--- src/rtl/model_pkg.sv ---
// Shared types for the repeated-bit detector: state encoding and a helper
// that recovers the most recent valid bit from a state.
package model_pkg;

  typedef enum logic [2:0] {
    IDLE = 3'd0,
    S0_1 = 3'd1,
    S0_2 = 3'd2,
    S1_1 = 3'd3,
    S1_2 = 3'd4
  } state_t;

  function automatic logic last_bit(input state_t s);
    return (s == S1_1) || (s == S1_2);
  endfunction

endpackage

--- src/rtl/model_if.sv ---
// Serial sample bus: valid-qualified input bit plus the two run-detect flags.
interface model_if;
  logic din;
  logic cen;
  logic doutx;
  logic douty;

  modport master (output din, output cen, input doutx, input douty);
  modport slave  (input din, input cen, output doutx, output douty);
endinterface

--- src/rtl/model.sv ---
// Mealy run detector: flags when the current valid bit repeats the previous one (doutx)
// or the previous two (douty); zero-cycle latency, idle (cen=0) cycles hold history.
module model
  import model_pkg::*;
(
  input  logic   clk,
  input  logic   resetn,
  model_if.slave bus
);

  state_t state_q;
  state_t state_d;
  logic   doutx_d;
  logic   douty_d;
  logic   hit;

  always_ff @(posedge clk) begin
    if (!resetn) state_q <= IDLE;
    else         state_q <= state_d;
  end

  always_comb begin
    state_d = state_q;
    doutx_d = 1'b0;
    douty_d = 1'b0;
    hit     = resetn & bus.cen & (bus.din == last_bit(state_q));
    case (state_q)
      IDLE: begin
        if (bus.cen) state_d = bus.din ? S1_1 : S0_1;
      end
      S0_1, S0_2: begin
        doutx_d = hit;
        douty_d = hit & (state_q == S0_2);
        if (bus.cen) state_d = bus.din ? S1_1 : S0_2;
      end
      S1_1, S1_2: begin
        doutx_d = hit;
        douty_d = hit & (state_q == S1_2);
        if (bus.cen) state_d = bus.din ? S1_2 : S0_1;
      end
      // Illegal encodings fall back to IDLE on the next edge.
      default: state_d = IDLE;
    endcase
  end

  assign bus.doutx = doutx_d;
  assign bus.douty = douty_d;

endmodule

--- src/flat_wrapper.sv ---
// flat-port wrapper written by rule: the top's interface ports become plain ports
module model_flat import model_pkg::*;
  (clk, resetn, bus_din, bus_cen, bus_doutx, bus_douty);
  model_if bus_i ();
  input  logic clk;
  input  logic resetn;
  input wire logic [$bits(bus_i.din)-1:0] bus_din;
  input wire logic [$bits(bus_i.cen)-1:0] bus_cen;
  output wire logic [$bits(bus_i.doutx)-1:0] bus_doutx;
  output wire logic [$bits(bus_i.douty)-1:0] bus_douty;
  assign bus_i.din = bus_din;
  assign bus_i.cen = bus_cen;
  assign bus_doutx = bus_i.doutx;
  assign bus_douty = bus_i.douty;
  model u_core (.clk(clk), .resetn(resetn), .bus(bus_i));
endmodule
--- config.mk ---
export PLATFORM = sky130hd
export DESIGN_NAME = model_flat
export DESIGN_NICKNAME = d
export VERILOG_FILES = /design/src/rtl/model_pkg.sv /design/src/rtl/model_if.sv /design/src/rtl/model.sv /design/src/flat_wrapper.sv
export SDC_FILE = /design/constraint.sdc
export NUM_CORES = 1
export LEC_CHECK = 0
export ABC_AREA = 1
export CAP_MARGIN = 15
export CORE_AREA = 4 4 41 43
export DETAILED_ROUTE_END_ITERATION = 8
export DIE_AREA = 0 0 45 47
export PLACE_DENSITY = 0.46
export SYNTH_ARGS = -nofsm -noshare
export SYNTH_HDL_FRONTEND = slang
export SYNTH_SLANG_ARGS = --single-unit
--- constraint.sdc ---
create_clock -name clk -period 1.81 [get_ports clk]
set_clock_uncertainty 0.1 [all_clocks]
set_input_delay 0.4525 -clock clk [delete_from_list [all_inputs] [get_ports clk]]
set_output_delay 0.4525 -clock clk [all_outputs]
set_load 0.1 [all_outputs]
==> summary.md, run 1 <==
| Metric | Value |
|---|---|
| Violated checks | setup timing |
| Register bit total from synthesis | 3 |
| Max-cap violation count | 0 |
| Synth cell types | 14 |
| GR Overflow Total | 0 |
| Commonest non-fill, non-tap cell in the layout | buf_4 |
| Overall Power | between 0.3 and 0.4 mW |
| Combinational Power Share | 0.348 |
| Largest register FFs | 3 |
| Net Sw Frac | 0.3155 |
| Reg clk slew, reported paths | ~40 ps |
| Layout cells sized above 1 | 0.5738 |
| RSZ-0062 raised after global routing | true |
| Number of global-route vias before repair | 297 |
| # rows | 13 |
| HPWL reported at the end of detailed placement | between 400 and 500 um |
| CTS tree | done |
| Die area | between 2000 and 2500 um^2 |
| Post-route cell area | between 400 and 500 um^2 |
| Root Driver | clkbuf_4 |
| Core area | between 1000 and 1500 um^2 |
| WL/cell | about 8.2 um |
| Post-DR vias/cell | between 4 and 5 |
| PD cells | approximately 630 nW/um^2 |
| F_max | between 400 and 500 MHz |
| Syn. warnings | 0 |
| Layout fillers | between 150 and 200 |
| Clock Sinks | 3 |
| Critical Path Sink Type | output pin |
| Die Y | 47 um |
| Avg Cell Area, Syn | slightly above 6 um^2 |
| Pin count of the biggest net entering global routing | 6 |
| Global-route wire length before repair | about 1.1 mm |
| WP data arrival | 1620 ps |
| Largest register by flop count | u_core.state_q |
| Setup CP Type | reg -> out |
| DR vias | 314 |
| Clock Power Share | 0.398 |
| Fin crit share | 1.201 |
| Post-Route WL | ~620 um |
| P_int | around 0.2 mW |
| Mapped Nets | 45 |
| Tightest Hold Check Type | reg -> reg |
| NetSw | between 0.09 and 0.1 mW |
| CTS H-Tree Depth | 1 |
| Hold Fails Final Rpt | 0 |
| CTS Hold Buffers Added | 0 |
| Sequential power share | 0.254 |
| CP required | roughly 1300 ps |
| Final ANT Viol Nets | 0 |
| Synthesis-to-finish area growth | 97.93% |
| Skew-Pair Late Insertion Delay | approximately 230 ps |
| Relative slew slack | 0.8657 |
| Max VDD drop | 243.3 uV |
| Gr usage total | 0.07256 |
| Die width | between 40 and 50 um |
| Largest registers | u_core.state_q x3 |
| Setup Viol. Count Final | 2 |
| Most frequent cells in the layout | buf_4 (12), nand2_1 (9), inv_2 (5), nand2_2 (5), nand3_1 (4) |
| Drt first pass iters | 2 |
| Leak | 0.2246 nW |
| Cells after synthesis | 40 |
| Top-level I/O count | 6 |
| Antenna diodes | 0 |
| Cell area after synthesis | ~240 um^2 |
| Slew Viols, Final | 0 |
| Port buffer count | 5 |
| Minimum clock period | around 2200 ps |
| CTS buffer count | 3 |
| Initial antenna violation count | 0 |
| Share of the yosys chip area belonging to registers | 0.2487 |
| Final net count | between 60 and 70 |
| Placer congestion estimate | roughly 0.75 |
| DRT iter0 DRCs | 5 |
| Startpoint types | register |
| Run status | finished, violations left |
| Slack of the critical path | -364.0 ps |
| DRC viols | 0 |
| Post-placement cell area | 416.7 um^2 |
| Initial cell density of the core | 0.1856 |
| Worst Path Max Fanout | 3 |
| Slew of the pin with the lowest slew margin | 201.2 ps |
| Clock tree buffer depth | 2 |
metal layers:
metal  GRT usage  share of wire  wire (um)  vias up
met5           0              0          0        -
met4     0.01754         0.0064          4        0
met3     0.04598          0.071         44        2
met2      0.1186           0.49        304        9
met1     0.07919           0.43        271      136
li1            -              -          -      167
path summary, 6_finish.rpt:
path                                        start                 to  slack, ps  cells after the start
worst min register to register  u_core.state_q[0]  u_core.state_q[0]        390                      2
worst max register to register  u_core.state_q[0]  u_core.state_q[1]        520                      9
worst max-delay path            u_core.state_q[0]          bus_douty       -360                     10
worst min-delay path            u_core.state_q[0]  u_core.state_q[0]        390                      2
what timing repair did:
item | 4_1_cts | 5_1_grt
buffers inserted | 3 | 1
hold endpoints to repair | 0 | 0
endpoints found under the setup margin | 2 | 2
pin swaps | 4 | 2
resized for setup | 1 | 2
worst max-delay path: stages, from the launching register on:
cell and delay [ps]:
dfxtp_2 340, inv_2 50, nand2_4 50, inv_2 40
nand2_2 60, o21ai_2 50, ha_1 280, nor2_2 90
nand2_2 90, a21oi_4 140, buf_12 180
per-stage QoR:
stage,cells,util,hold WS (ps),TNS [ps],setup WS [ps]
finish,76,0.3673,392.0,-693.9,-364.0
global route,76,0.3673,403.4,-888.2,-469.7
CTS,75,0.3567,394.7,-863.0,-450.4
detailed placement,68,0.3202,388.2,-895.2,-469.8
global placement,68,0.3202,388.9,-890.7,-467.1
floorplan,40,-,364.9,-682.8,-376.1
logic make-up after synthesis:
| kind of cell | count (synthesis) | share of synthesized area |
|---|---|---|
| adders and majority gates | 1 | 0.05181 |
| DFF | 3 | 0.2487 |
| buffers and inverters | 8 | 0.1244 |
| AOI/OAI and AO/OA | 6 | 0.1398 |
| and+or+nand+nor | 22 | 0.4353 |
synth_stat cells:
| cell type | number | area share |
|---|---|---|
| nand2_1 | 11 | 0.17 |
| nand2_2 | 3 | 0.078 |
| a21oi_1 | 3 | 0.062 |
| inv_1 | 3 | 0.047 |
| a21oi_2 | 1 | 0.036 |
| ha_1 | 1 | 0.052 |
| nand3_1 | 4 | 0.083 |
| nor2_1 | 2 | 0.031 |
| o21ai_1 | 1 | 0.021 |
| inv_2 | 5 | 0.078 |
| nand2_4 | 1 | 0.047 |
| o21ai_0 | 1 | 0.021 |
| nand4_1 | 1 | 0.026 |
| dfxtp_1 | 3 | 0.25 |
power groups by stage:
| stage | logic [mW] | clock network (mW) | registers (mW) |
|---|---|---|---|
| 2_1_floorplan | 0.0578 | 0 | 0.0769 |
| 3_3_place_gp | 0.0930 | 0 | 0.0783 |
| 3_5_place_dp | 0.0930 | 0 | 0.0787 |
| 4_1_cts | 0.101 | 0.126 | 0.0767 |
| 5_1_grt | 0.113 | 0.134 | 0.0775 |
| 6_report | 0.105 | 0.120 | 0.0765 |
cell type report:
cell class | count | area (um^2) | share of cell area
repair buffers | 17 | 158.9 | 0.3325
flip-flops and latches | 3 | 62.56 | 0.1309
multi-input cells | 29 | 181.4 | 0.3796
well taps | 15 | 18.77 | 0.03927
clock buffers | 4 | 26.28 | 0.05497
inverters | 8 | 30.03 | 0.06283
Power figures use the tool's default switching activity.
==> run 2: changes to the inputs <==
--- a/config.mk
+++ b/config.mk
@@ -11,6 +11,7 @@
 export DETAILED_ROUTE_END_ITERATION = 8
 export DIE_AREA = 0 0 45 47
 export PLACE_DENSITY = 0.46
+export SKIP_CTS_REPAIR_TIMING = 1
 export SYNTH_ARGS = -nofsm -noshare
 export SYNTH_HDL_FRONTEND = slang
 export SYNTH_SLANG_ARGS = --single-unit
==> run 2 against run 1 <==
Critical path type unchanged. Wire length fell by 3.0%. Global-route usage down 0.24 points. The flow still finishes with violations (setup timing). Clock power about the same. Sequential share of layout area increased by 0.53 points. Die area did not move.
==> summary.md, run 2 (same netlist as run 1, synthesis figures left out) <==
| Metric | Value |
|---|---|
| Top-level I/O count | 6 (unchanged) |
| PD cells | 634.1 nW/um^2 (+0.67%) |
| Port buffer count | 5 (unchanged) |
| Gr usage total | 0.07019 (-0.002366) |
| Total placed cells including tap cells | 68 (unchanged) |
| Largest registers | u_core.state_q x3 |
| Finished Layout Cells | 73 (-3.9%) |
| DR vias | 300 (-4.5%) |
| WL/cell | 8.288 um (+0.94%) |
| Minimum clock period | 2199 ps (+25.41 ps) |
| Synthesis-to-finish area growth | 90.15% |
| Core area | 1301 um^2 (unchanged) |
| F_max | 454.7 MHz (-1.2%) |
| Die Y | 47 um (unchanged) |
| Slew of the pin with the lowest slew margin | 196.7 ps (-4.482 ps) |
| Root Driver | clkbuf_4 |
| Largest register FFs | 3 (unchanged) |
| Post-DR vias/cell | 4.110 (-0.53%) |
| Drt first pass iters | 2 (unchanged) |
| Setup CP Type | reg -> out |
| GR Overflow Total | 0 (unchanged) |
| Largest register by flop count | u_core.state_q |
| Worst Path Max Fanout | 4 (+1) |
| Final ANT Viol Nets | 0 (unchanged) |
| Global-route wire length before repair | 1.055 mm (-3.2%) |
| Most frequent cells in the layout | nand2_1 (9), buf_4 (9), inv_2 (5), nand2_2 (5), nand3_1 (4) |
| Initial cell density of the core | 0.1856 (unchanged) |
| Post-Route Utilization | 0.3529 (-0.01442) |
| Slack of the critical path | -389.4 ps (-25.41 ps) |
| Skew-Pair Late Insertion Delay | 230 ps (about the same) |
| Final net count | 64 (-4.5%) |
| Leak | 0.2174 nW (-3.2%) |
| Number of global-route vias before repair | 285 (-4.0%) |
| Pin count of the biggest net entering global routing | 6 (unchanged) |
| Hold Fails Final Rpt | 0 (unchanged) |
| RSZ-0062 raised after global routing | true |
| Die area | 2115 um^2 (unchanged) |
| DRC viols | 0 (unchanged) |
| Layout fillers | 163 (-0.61%) |
| Slew Viols, Final | 0 (unchanged) |
| Antenna diodes | 0 (unchanged) |
| Initial antenna violation count | 0 (unchanged) |
| Violated checks | setup timing |
| Setup Viol. Count Final | 2 (unchanged) |
| Max VDD drop | 229.9 uV (-5.5%) |
| Startpoint types | register |
| WP data arrival | 1650 ps (+30 ps) |
| Relative slew slack | 0.8687 (+0.002992) |
| Die width | 45 um (unchanged) |
| CP required | 1260 ps (about the same) |
| Placer congestion estimate | 0.7476 (unchanged) |
| Post-Route WL | 605 um (-3.0%) |
| HPWL reported at the end of detailed placement | 488.7 um (unchanged) |
| CTS buffer count | 3 (unchanged) |
| # rows | 13 (unchanged) |
| Run status | finished, violations left |
| Critical Path Sink Type | output pin |
| Layout cells sized above 1 | 0.5517 (-0.02205) |
| CTS H-Tree Depth | 1 (unchanged) |
| Clock Sinks | 3 (unchanged) |
| Clock tree buffer depth | 2 (unchanged) |
| Max-cap violation count | 0 (unchanged) |
| Tightest Hold Check Type | reg -> reg |
| Fin crit share | 1.215 (+0.01404) |
| Reg clk slew, reported paths | 40 ps (about the same) |
| DRT iter0 DRCs | 3 (-2) |
| CTS tree | done |
-- run 2: cell types whose count changed in the layout (fill, tap and decap cells not counted) --
cell and change:
dlymetal6s2s_1 +1, dlygate4sd2_1 -1, buf_4 -3
-- run 2: final cells by class --
class / count / area, um^2 / share of cell area
Multi-Input combinational cell: 29 / 181.4 / 0.3951
Timing Repair Buffer: 14 / 140.1 / 0.3052
Sequential cell: 3 / 62.56 / 0.1362
Inverter: 8 / 30.03 / 0.06540
Clock buffer: 4 / 26.28 / 0.05722
Tap cell: 15 / 18.77 / 0.04087
-- run 2: stage by stage --
stage	hold WS (ps)	TNS [ps]	worst slack, ps	area [um^2]	total power, mW
finish	391.4	-763.9	-389.4	459.2	0.2912
global route	403.4	-942.7	-485.5	459.2	0.3136
CTS	394.7	-900.9	-469.4	442.9	0.2975
global placement	388.9	-890.7	-467.1	416.7	0.1713
detailed placement	388.2	-895.2	-469.8	416.7	0.1717
floorplan	364.9	-682.8	-376.1	267.8	0.1348
-- run 2: routing by layer --
layer / wire length, um / share of wire / vias up / GRT usage
met3: 44 / 0.073 / 2 / 0.04598
met2: 299 / 0.49 / 9 / 0.1158
met4: 4 / 0.0066 / 0 / 0.01754
li1: - / - / 160 / -
met1: 257 / 0.42 / 129 / 0.07466
met5: 0 / 0 / - / 0
-- run 2: worst paths after layout --
kind / startpoint / to / slack, ps / cells past startpoint
setup / recovery: u_core.state_q[1] / bus_douty / -390 / 10
hold / removal: u_core.state_q[0] / u_core.state_q[0] / 390 / 2
setup reg to reg: u_core.state_q[0] / u_core.state_q[1] / 640 / 8
hold reg to reg: u_core.state_q[0] / u_core.state_q[0] / 390 / 2
-- run 2: report_power, final --
part	switching (mW)	internal, mW	total [mW]
logic	0.0506	0.0430	0.0936
clock network	0.0373	0.0828	0.120
registers	0.00534	0.0721	0.0774
-- run 2: critical path, cell delays in order, from the launching register on --
cell and delay (ps):
dfxtp_2 360, inv_2 50, nand2_4 50, inv_2 40, nand2_2 60, o21ai_2 50, ha_1 290, nor2_2 100
nand2_2 90, a21oi_4 140, buf_12 180
==> run 3: changes to the inputs <==
==> constraint.sdc (replaced) <==
create_clock -name clk -period 2.15 [get_ports clk]
set_clock_uncertainty 0.1 [all_clocks]
set_input_delay 0.5375 -clock clk [delete_from_list [all_inputs] [get_ports clk]]
set_output_delay 0.5375 -clock clk [all_outputs]
set_load 0.1 [all_outputs]
==> run 3 against run 2 <==
Largest power group unchanged. Cell area shrank 4.9%. Cell count shrank 4.1%. Flip-flop and latch count is the same. Highest routed layer is now met3. Setup slack gained 210 ps. Non-clock buffer count shrank 3. Critical endpoint unchanged. Wire length shrank 12%. Critical path depth is the same. The run still ends with setup timing left. Core utilization shrank 1.7 points. Via count shrank 9.3%. Critical path type unchanged. Sequential power shrank 16%.
==> summary.md, run 3 (same netlist as run 1, synthesis figures left out) <==
| Metric | Value |
|---|---|
| Max-cap violation count | 0 (unchanged) |
| Largest registers | u_core.state_q x3 |
| Worst path cell trace | inv_2, nand2_4, inv_4, nand2_2, o21ai_2, ha_1, nor2_1, nand2_2, a21oi_4, buf_12 |
| CP required | 1510 ps (+250 ps) |
| Synthesis-to-finish area growth | 80.83% |
| GR Overflow Total | 0 (unchanged) |
| Final ANT Viol Nets | 0 (unchanged) |
| Post-Route WL | 531 um (-12%) |
| Top Usage Layer GRT | met2 |
| Skew-Pair Late Insertion Delay | 230 ps (about the same) |
| Gr usage total | 0.05757 (-0.01262) |
| Largest register FFs | 3 (unchanged) |
| Core area | 1301 um^2 (unchanged) |
| Run status | finished, violations left |
| Relative slew slack | 0.8330 (-0.03575) |
| CTS buffer count | 3 (unchanged) |
| # rows | 13 (unchanged) |
| Buf+Inv Stages, Crit Path | 3 (unchanged) |
| Total placed cells including tap cells | 63 (-7.4%) |
| GR Util met1 | 0.07466 (unchanged) |
| F_max | ~430 MHz |
| Final net count | 61 (-4.7%) |
| Setup CP Type | reg -> out |
| Startpoint types | register |
| PD cells | 545.6 nW/um^2 (-14%) |
| Most frequent cells in the layout | nand2_1 (9), buf_4 (6), nand2_2 (5), inv_2 (4), nand3_1 (4) |
| Critical Path Slowest Stage Cell | dfxtp_2 |
| CTS tree | done |
| Met2 Track Usage GR | 0.08757 (-0.02825) |
| WP data arrival | 1690 ps (+40 ps) |
| Clock tree buffer depth | 2 (unchanged) |
| Post-route cell area | 436.7 um^2 (-4.9%) |
| Commonest non-fill, non-tap cell in the layout | nand2_1 |
| Die area | 2115 um^2 (unchanged) |
| DRC viols | 0 (unchanged) |
| Slew of the pin with the lowest slew margin | 250.2 ps (+53.55 ps) |
| Root Driver | clkbuf_4 |
| Hold slack | 390.8 ps (-0.6030 ps) |
| Global-route wire length before repair | 883 um (-16%) |
| Largest register by flop count | u_core.state_q |
| HPWL reported at the end of detailed placement | 428.2 um (-12%) |
| Antenna diodes | 0 (unchanged) |
| Post-placement cell area | 379.1 um^2 (-9.0%) |
| Critical Path Most Common Cell | nand2_2 |
| Initial antenna violation count | 0 (unchanged) |
| Post-DR vias/cell | 3.886 (-5.4%) |
| Clock Sinks | 3 (unchanged) |
| Slew Viols, Final | 0 (unchanged) |
| Slack of the critical path | -180.1 ps (+209.3 ps) |
| Crit-path max cell delay | 350 ps (about the same) |
| Die width | 45 um (unchanged) |
| Fin crit share | 1.084 |
| CTS H-Tree Depth | 1 (unchanged) |
| Tightest Hold Check Type | reg -> reg |
| Die Y | 47 um (unchanged) |
| Layout cells sized above 1 | 0.5091 (-0.04263) |
| Port buffer count | 5 (unchanged) |
| Number of global-route vias before repair | 233 (-18%) |
| Violated checks | setup timing |
| Setup WS pre-CTS | -306.0 ps (+163.8 ps) |
| Hold Fails Final Rpt | 0 (unchanged) |
| Minimum clock period | about 2300 ps |
| DR vias | 272 (-9.3%) |
| Leak | 0.2031 nW (-6.6%) |
| Drt first pass iters | 4 (+2) |
| Top-level I/O count | 6 (unchanged) |
| Reg clk slew, reported paths | 40 ps (about the same) |
| WL/cell | 7.586 um (-8.5%) |
| Met3 Usage GRT | 0.02299 (-0.02299) |
| Setup Viol. Count Final | 2 (unchanged) |
| Initial cell density of the core | 0.1856 (unchanged) |
| RSZ-0062 raised after global routing | true |
| DRT iter0 DRCs | 2 (-1) |
| CP top delay family | flip-flops |
| Critical Path Sink Type | output pin |
| Pin count of the biggest net entering global routing | 6 (unchanged) |
| Finished Layout Cells | 70 (-4.1%) |
| Placer congestion estimate | 0.7217 (-3.5%) |
| Worst Path Max Fanout | 4 (unchanged) |
| Max VDD drop | 176.8 uV (-23%) |
-- run 3: changes by cell type in the layout (fill, tap and decap cells not counted), sizes merged --
cell / change
buf: -3
-- run 3: area by class of cell --
class                      count  area (um^2)
clock buffer                   4        26.28
multi-input combinational     29        178.9
inverter                       8        32.53
tap                           15        18.77
sequential                     3        62.56
fill                         158        864.6
timing repair buffer          11        117.6
-- run 3: where the power goes --
part	leakage (nW)	total (mW)	switching [mW]	internal, mW
Combinational	0.163	0.0753	0.0420	0.0333
Sequential	0.0253	0.0650	0.00427	0.0607
Clock	0.0150	0.0979	0.0284	0.0695
Total	0.203	0.238	0.0747	0.164
-- run 3: routing by layer --
layer / vias up / wire, um
met5: - / 0
met4: 0 / 0
met3: 0 / 21
met2: 4 / 238
met1: 113 / 271
li1: 155 / -
-- run 3: metrics by stage --
stage | total power, mW | TNS, ps | utilization
final | 0.2382 | -344.8 | 0.3356
after CTS | 0.2347 | -581.9 | 0.3115
after global routing | 0.2546 | -503.5 | 0.3356
after floorplan | 0.1134 | -172.8 | -
after global placement | 0.1341 | -554.2 | 0.2913
after detailed placement | 0.1337 | -568.1 | 0.2913
-- run 3: worst paths after layout --
check	slack [ps]	start	cells after the start	end
setup / recovery	-180	u_core.state_q[1]	10	bus_douty
hold reg to reg	390	u_core.state_q[0]	2	u_core.state_q[0]
hold / removal	390	u_core.state_q[0]	2	u_core.state_q[0]
setup reg to reg	990	u_core.state_q[1]	8	u_core.state_q[1]
-- run 3: worst register-to-register path, cell delays in order, from the launching register on --
cell and delay [ps]:
dfxtp_2 330, inv_2 60, nand2_4 50, buf_4 140
nand2_2 80, nand2_2 80, inv_2 70, nand2_1 50
a21oi_1 130
